==> src/rtl/rob_pkg.sv <==
`default_nettype none
// +------------------------------------------------------------------+
// | rob_pkg                                                          |
// | Shared kind encodings, entry states and reset values for the ROB |
// | Rev 1.0 - initial release                                        |
// +------------------------------------------------------------------+
package rob_pkg;

    localparam logic [1:0] c_KIND_ALU    = 2'd0;
    localparam logic [1:0] c_KIND_BRANCH = 2'd1;
    localparam logic [1:0] c_KIND_JUMP   = 2'd2;
    localparam logic [1:0] c_KIND_LS     = 2'd3;

    typedef enum logic [2:0] {
        ST_EMPTY     = 3'd0,
        ST_EXEC      = 3'd1,
        ST_LS_RDY    = 3'd2,
        ST_LS_ISSUED = 3'd3,
        ST_DONE      = 3'd4
    } rob_state_e;

    localparam logic       c_RST_PULSE = 1'b0;
    localparam logic [4:0] c_RST_RD    = 5'd0;

endpackage
`default_nettype wire

==> src/rtl/rob_wb_arbiter.sv <==
`default_nettype none
// +------------------------------------------------------------------+
// | rob_wb_arbiter                                                   |
// | Maps writeback ports onto entries; lowest port index wins a tag  |
// | Rev 1.0 - initial release                                        |
// +------------------------------------------------------------------+
module rob_wb_arbiter #(
    parameter int DEPTH  = 8,
    parameter int TAG_W  = 3,
    parameter int XLEN   = 32,
    parameter int NUM_WB = 2
) (
    input  logic [NUM_WB-1:0]       wb_valid,
    input  logic [NUM_WB*TAG_W-1:0] wb_tag,
    input  logic [NUM_WB*XLEN-1:0]  wb_value,
    input  logic [NUM_WB-1:0]       wb_taken,
    output logic [DEPTH-1:0]        hit,
    output logic [DEPTH*XLEN-1:0]   hit_value,
    output logic [DEPTH-1:0]        hit_taken
);

    // Ports are scanned high to low so the lowest index is written last and wins.
    always_comb begin
        hit       = '0;
        hit_value = '0;
        hit_taken = '0;
        for (int e = 0; e < DEPTH; e++) begin
            for (int p = NUM_WB - 1; p >= 0; p--) begin
                if (wb_valid[p] && (wb_tag[p*TAG_W +: TAG_W] == TAG_W'(e))) begin
                    hit[e]                     = 1'b1;
                    hit_value[e*XLEN +: XLEN]  = wb_value[p*XLEN +: XLEN];
                    hit_taken[e]               = wb_taken[p];
                end
            end
        end
    end

endmodule
`default_nettype wire

==> src/rtl/rob_core_param.sv <==
`default_nettype none
// +------------------------------------------------------------------+
// | rob_core_param                                                   |
// | Parametrised in-order-commit reorder buffer with flush/LS commit |
// | Rev 1.0 - initial release                                        |
// +------------------------------------------------------------------+
module rob_core_param
    import rob_pkg::*;
#(
    parameter int DEPTH  = 8,
    parameter int TAG_W  = 3,
    parameter int XLEN   = 32,
    parameter int NUM_WB = 2
) (
    input  logic                    clk,
    input  logic                    rst,
    input  logic                    alloc_valid,
    output logic                    alloc_ready,
    input  logic [1:0]              alloc_kind,
    input  logic [4:0]              alloc_rd,
    input  logic [XLEN-1:0]         alloc_pc,
    input  logic [XLEN-1:0]         alloc_value,
    input  logic                    alloc_done,
    output logic [TAG_W-1:0]        alloc_tag,
    input  logic [NUM_WB-1:0]       wb_valid,
    input  logic [NUM_WB*TAG_W-1:0] wb_tag,
    input  logic [NUM_WB*XLEN-1:0]  wb_value,
    input  logic [NUM_WB-1:0]       wb_taken,
    input  logic                    ls_ready_valid,
    input  logic [TAG_W-1:0]        ls_ready_tag,
    input  logic [2*TAG_W-1:0]      q_tag,
    output logic [1:0]              q_ready,
    output logic [2*XLEN-1:0]       q_value,
    output logic                    commit_valid,
    output logic [4:0]              commit_rd,
    output logic [XLEN-1:0]         commit_value,
    output logic [TAG_W-1:0]        commit_tag,
    output logic                    ls_commit_valid,
    output logic [TAG_W-1:0]        ls_commit_tag,
    output logic                    redirect_valid,
    output logic [XLEN-1:0]         redirect_pc,
    output logic [TAG_W:0]          count
);

    localparam logic [TAG_W:0]   c_DEPTH   = (TAG_W+1)'(DEPTH);
    localparam logic [TAG_W-1:0] c_TAG_ONE = TAG_W'(1);
    localparam logic [TAG_W:0]   c_CNT_ONE = (TAG_W+1)'(1);
    localparam logic [XLEN-1:0]  c_PC_STEP = XLEN'(4);

    rob_state_e       r_state [DEPTH];
    logic [1:0]       r_kind  [DEPTH];
    logic [4:0]       r_rd    [DEPTH];
    logic [XLEN-1:0]  r_pc    [DEPTH];
    logic [XLEN-1:0]  r_value [DEPTH];
    logic             r_taken [DEPTH];
    logic [TAG_W-1:0] r_head;
    logic [TAG_W-1:0] r_tail;
    logic [TAG_W:0]   r_count;

    logic [DEPTH-1:0]      w_wb_hit;
    logic [DEPTH*XLEN-1:0] w_wb_value;
    logic [DEPTH-1:0]      w_wb_taken;
    logic                  w_alloc_fire;
    logic                  w_ls_issue;
    logic                  w_commit;
    logic                  w_redirect;
    logic [1:0]            w_head_kind;
    logic [4:0]            w_commit_rd;
    logic [XLEN-1:0]       w_commit_value;
    logic [TAG_W:0]        w_count_next;

    rob_wb_arbiter #(
        .DEPTH  (DEPTH),
        .TAG_W  (TAG_W),
        .XLEN   (XLEN),
        .NUM_WB (NUM_WB)
    ) u_wb_arbiter (
        .wb_valid  (wb_valid),
        .wb_tag    (wb_tag),
        .wb_value  (wb_value),
        .wb_taken  (wb_taken),
        .hit       (w_wb_hit),
        .hit_value (w_wb_value),
        .hit_taken (w_wb_taken)
    );

    assign alloc_ready  = (r_count < c_DEPTH) && !redirect_valid;
    assign alloc_tag    = r_tail;
    assign count        = r_count;
    assign w_alloc_fire = alloc_valid && alloc_ready;

    assign w_head_kind    = r_kind[r_head];
    assign w_ls_issue     = (r_state[r_head] == ST_LS_RDY);
    assign w_commit       = (r_state[r_head] == ST_DONE);
    assign w_redirect     = w_commit && ((w_head_kind == c_KIND_JUMP) ||
                            ((w_head_kind == c_KIND_BRANCH) && r_taken[r_head]));
    assign w_commit_rd    = (w_head_kind == c_KIND_BRANCH) ? 5'd0 : r_rd[r_head];
    // A jump's link value is its return address; its stored value is the target.
    assign w_commit_value = (w_head_kind == c_KIND_JUMP) ? (r_pc[r_head] + c_PC_STEP)
                                                         : r_value[r_head];

    always_comb begin
        w_count_next = r_count;
        if (w_alloc_fire && !w_commit) begin
            w_count_next = r_count + c_CNT_ONE;
        end else if (!w_alloc_fire && w_commit) begin
            w_count_next = r_count - c_CNT_ONE;
        end
    end

    generate
        for (genvar k = 0; k < 2; k++) begin : g_query
            logic [TAG_W-1:0] w_qtag;
            assign w_qtag                   = q_tag[k*TAG_W +: TAG_W];
            assign q_ready[k]               = (r_state[w_qtag] == ST_DONE);
            assign q_value[k*XLEN +: XLEN]  = r_value[w_qtag];
        end
    endgenerate

    always_ff @(posedge clk) begin
        if (rst) begin
            r_head  <= '0;
            r_tail  <= '0;
            r_count <= '0;
            for (int i = 0; i < DEPTH; i++) begin
                r_state[i] <= ST_EMPTY;
                r_kind[i]  <= c_KIND_ALU;
                r_rd[i]    <= '0;
                r_pc[i]    <= '0;
                r_value[i] <= '0;
                r_taken[i] <= 1'b0;
            end
            commit_valid    <= c_RST_PULSE;
            commit_rd       <= c_RST_RD;
            commit_value    <= '0;
            commit_tag      <= '0;
            ls_commit_valid <= c_RST_PULSE;
            ls_commit_tag   <= '0;
            redirect_valid  <= c_RST_PULSE;
            redirect_pc     <= '0;
        end else begin
            commit_valid    <= 1'b0;
            ls_commit_valid <= 1'b0;
            redirect_valid  <= 1'b0;
            if (w_ls_issue) begin
                ls_commit_valid <= 1'b1;
                ls_commit_tag   <= r_head;
            end
            if (w_commit) begin
                commit_valid <= 1'b1;
                commit_rd    <= w_commit_rd;
                commit_value <= w_commit_value;
                commit_tag   <= r_head;
            end
            if (w_redirect) begin
                // Full flush: same-edge allocation and writebacks are dropped.
                redirect_valid <= 1'b1;
                redirect_pc    <= r_value[r_head];
                r_head         <= '0;
                r_tail         <= '0;
                r_count        <= '0;
                for (int i = 0; i < DEPTH; i++) begin
                    r_state[i] <= ST_EMPTY;
                end
            end else begin
                for (int i = 0; i < DEPTH; i++) begin
                    if (w_wb_hit[i] && ((r_state[i] == ST_EXEC) || (r_state[i] == ST_LS_ISSUED))) begin
                        r_state[i] <= ST_DONE;
                        r_value[i] <= w_wb_value[i*XLEN +: XLEN];
                        r_taken[i] <= w_wb_taken[i];
                    end else if (ls_ready_valid && (ls_ready_tag == TAG_W'(i)) &&
                                 (r_state[i] == ST_EXEC) && (r_kind[i] == c_KIND_LS)) begin
                        r_state[i] <= ST_LS_RDY;
                    end
                end
                if (w_ls_issue) begin
                    r_state[r_head] <= ST_LS_ISSUED;
                end
                if (w_commit) begin
                    r_state[r_head] <= ST_EMPTY;
                    r_head          <= r_head + c_TAG_ONE;
                end
                if (w_alloc_fire) begin
                    r_state[r_tail] <= alloc_done ? ST_DONE : ST_EXEC;
                    r_kind[r_tail]  <= alloc_kind;
                    r_rd[r_tail]    <= alloc_rd;
                    r_pc[r_tail]    <= alloc_pc;
                    r_value[r_tail] <= alloc_value;
                    r_taken[r_tail] <= 1'b0;
                    r_tail          <= r_tail + c_TAG_ONE;
                end
                r_count <= w_count_next;
            end
        end
    end

endmodule
`default_nettype wire

==> config.mk <==
export PLATFORM = sky130hd
export DESIGN_NAME = rob_core_param
export DESIGN_NICKNAME = d
export VERILOG_FILES = /design/src/rtl/rob_pkg.sv /design/src/rtl/rob_wb_arbiter.sv /design/src/rtl/rob_core_param.sv
export SDC_FILE = /design/constraint.sdc
export NUM_CORES = 1
export LEC_CHECK = 0
export ABC_AREA = 1
export CAP_MARGIN = 0
export CORE_AREA = 4 4 328 330
export DETAILED_ROUTE_END_ITERATION = 8
export DIE_AREA = 0 0 332 334
export HOLD_SLACK_MARGIN = 0.08
export SYNTH_ARGS = -nofsm -noshare
export SYNTH_HDL_FRONTEND = slang
export SYNTH_SLANG_ARGS = --single-unit
==> constraint.sdc <==
create_clock -name clk -period 5.7 [get_ports clk]
set_input_delay 0.57 -clock clk [delete_from_list [all_inputs] [get_ports clk]]
set_output_delay 0.57 -clock clk [all_outputs]
set_load 0.05 [all_outputs]
==> metrics.yaml <==
status: "finished clean"
cts_setup_buffers: 0
vias: 41025
h-tree-depth: 3
antenna_found_initial: 10
synth_area_leaders: "edfxtp_1 42%, o21ai_0 11%, nand2_1 10%"
synth_common_cells: "1156 x nand2_1, 900 x o21ai_0, 655 x nor2_1"
maxSlewHeadroom: 0.0491
p_total_mw: 17.3
cts-root-buf: "clkbuf_16"
powerDensity_nw_per_um2: 361
clkPwrFrac: 0.299
grt_setup_unrepaired: "false"
final_nets: 5717
critical_path_class: "flop to flop"
yosys.area.top_type: "edfxtp_1"
p_leak_nw: 18.9
fin_crit_sh: 0.820
dieArea_um2: 111000
swShare: 0.392
maxCapViolations: 0
drtPass1Iterations: 8
synthDominantCellAreaShare: 0.423
cts.sinks: 691
grt_pass1_vias: 38240
synthDistinctLibCells: 47
drc: 0
die_h_um: 334
hold_viol: 0
worstSkewPairLatency_ns: 0.67
ctsHoldBuffers: 0
crit_path_end_kind: "flop"
grt_pass1_wl_um: 252000
numCtsBuffers: 80
drt_iter0_drc: 5469
synth-seq-cells: 691
pwr-share-seq: 0.375
wire_per_inst_um: 25.0
internal_power_mw: 10.5
power.switching_mw: 6.79
place_congestion: 0.959
initial_core_util: 0.396
ff_latch_area_um2: 19700
ant_nets: 0
die_w_um: 332
setup_viol: 0
critPathRequiredTime_ns: 6.24
grt_max_degree: 165
worst_setup_path_start_kind: "flop"
totalWireLength_um: 175000
critPathArrivalTime_ns: 5.21
setup-tns-final_ns: 0
max_freq_ghz: 0.214
io_pins: 311
final_util: 0.458
overflow: 0
cts.reportedPaths.clkPinSlew_ns: 0.06
numPortBuffers: 310
final_layout_size_suffix_gt1_frac: 0.0527
ir_worst_vdd_mv: 0.238
dpl_cell_area_um2: 45400
synth_edf_count: 584
syn_avg_cell_area_um2: 7.59
skew_ns: 0.0357
finalInstanceArea_um2: 48100
p_comb_frac: 0.326
vias_per_cell: 5.85
core_area_um2: 105000
ctsResizeCount: 0
synthToLayoutAreaGrowth_pct: 15.8
yosysMostFrequentCell: "nand2_1"
multi_input_area_um2: 17900
cts_tree: "built"
yosysWarnings: 0
synth_ff_type: "edfxtp_1"
syn_nets: 5633
hpwl_um: 111000
num_rows: 119
clock_path_buffers: 3
hold_class: "flop to flop"
grt_usage: 0.303
seq_area_frac_synth: 0.474
worstMarginPinSlew_ns: 1.41
finalMaxSlewViolations: 0
finalCriticalPeriod_ns: 4.67
path_max_fanout: 63
async_flop_share: 0
nFillCells: 10417
syn-cell-area_um2: 41500
syn_inst: 5467
==> cell type report <==
type	count	share of cell area
multi-input combinational	3795	0.372
clock inverter	40	0.00812
clock buffer	109	0.0456
timing repair buffer	407	0.0828
inverter	576	0.0452
sequential	691	0.410
antenna	9	0.000469
tap	1391	0.0362
==> path summary, 6_finish.rpt <==
kind	slack, ns	start	endpoint	depth (start not counted)
setup reg to reg	1.03	flop	count[3]	19
hold reg to reg	0.45	redirect_pc[25]	redirect_pc[25]	2
hold / removal	0.45	redirect_pc[25]	redirect_pc[25]	2
setup / recovery	1.03	flop	count[3]	19
==> per-stage QoR <==
step                cells  hold WS [ns]  setup WS [ns]
floorplan            5467         0.419           1.63
detailed placement   6860         0.445           1.05
global placement     6860         0.440           1.02
CTS                  7009         0.460           1.05
global route         7010         0.487          0.719
finish               7018         0.455           1.03
==> critical path, stage by stage (launching register included) <==
cell,delay [ns]
dfxtp_4,0.61
buf_4,0.67
a21oi_1,0.09
o21ai_0,0.12
nand3_1,0.09
nand2_1,0.16
nand2_2,0.11
nor2_8,0.11
buf_4,0.49
clkinv_1,0.58
ha_1,0.41
inv_1,0.12
ha_1,0.24
a21o_1,0.18
a21oi_1,0.16
nor2_1,0.06
nor2_1,0.08
nand2_1,0.07
xor2_1,0.13
nor2_1,0.06
==> kinds of logic (layout without fill, tap and decap cells) <==
family,count (synthesis),in the layout,share of synthesized area
buffers and inverters,981,1132,0.0986
multiplexers,5,5,0.00121
XOR/XNOR,14,14,0.00295
flip-flops,691,691,0.474
AO/OA/AOI/OAI,1566,1566,0.204
other,0,9,0
adder cells (fa/ha/maj),7,7,0.00229
AND/OR/NAND/NOR,2203,2203,0.217
==> registers in the layout (all words and copies together) (netlist names), named ones only <==
register	count
ls_commit_valid	1
redirect_valid	1
ls_commit_tag	3
r_kind	16
count	4
r_head	3
r_state	24
alloc_tag	3
commit_value	32
commit_rd	5
commit_tag	3
r_pc	256
r_value	256
commit_valid	1
redirect_pc	32
r_rd	40
r_taken	8
==> power by group through the flow <==
stage                     logic (mW)  registers [mW]  clock network, mW
after floorplan                 3.00            6.88                  0
after global placement          5.49            6.58                  0
after detailed placement        5.52            6.58                  0
after CTS                       5.54            6.48               5.21
after global routing            6.04            6.55               5.40
final                           5.65            6.50               5.18
==> metal layers <==
layer  track usage  up-vias  part of all wire
li1              -    18747                 -
met1         0.383    19038              0.38
met2         0.472     2657              0.44
met3        0.0864      581              0.12
met4         0.158        2             0.058
met5             0        -          0.000086
==> placed cells by master (no fill, tap or decap), types with 21 or more instances in the layout <==
master,instances
dfxtp_1,104
edfxtp_1,584
nand4_1,86
nor2_1,649
a21oi_1,296
o22ai_1,115
nand2_1,1146
nand3_1,256
a31oi_1,98
clkbuf_16,80
inv_1,551
o21ai_1,35
buf_4,94
clkdlybuf4s50_1,299
o21ai_0,895
o211ai_1,87
clkbuf_1,21
(Power assumes the default switching activity.)
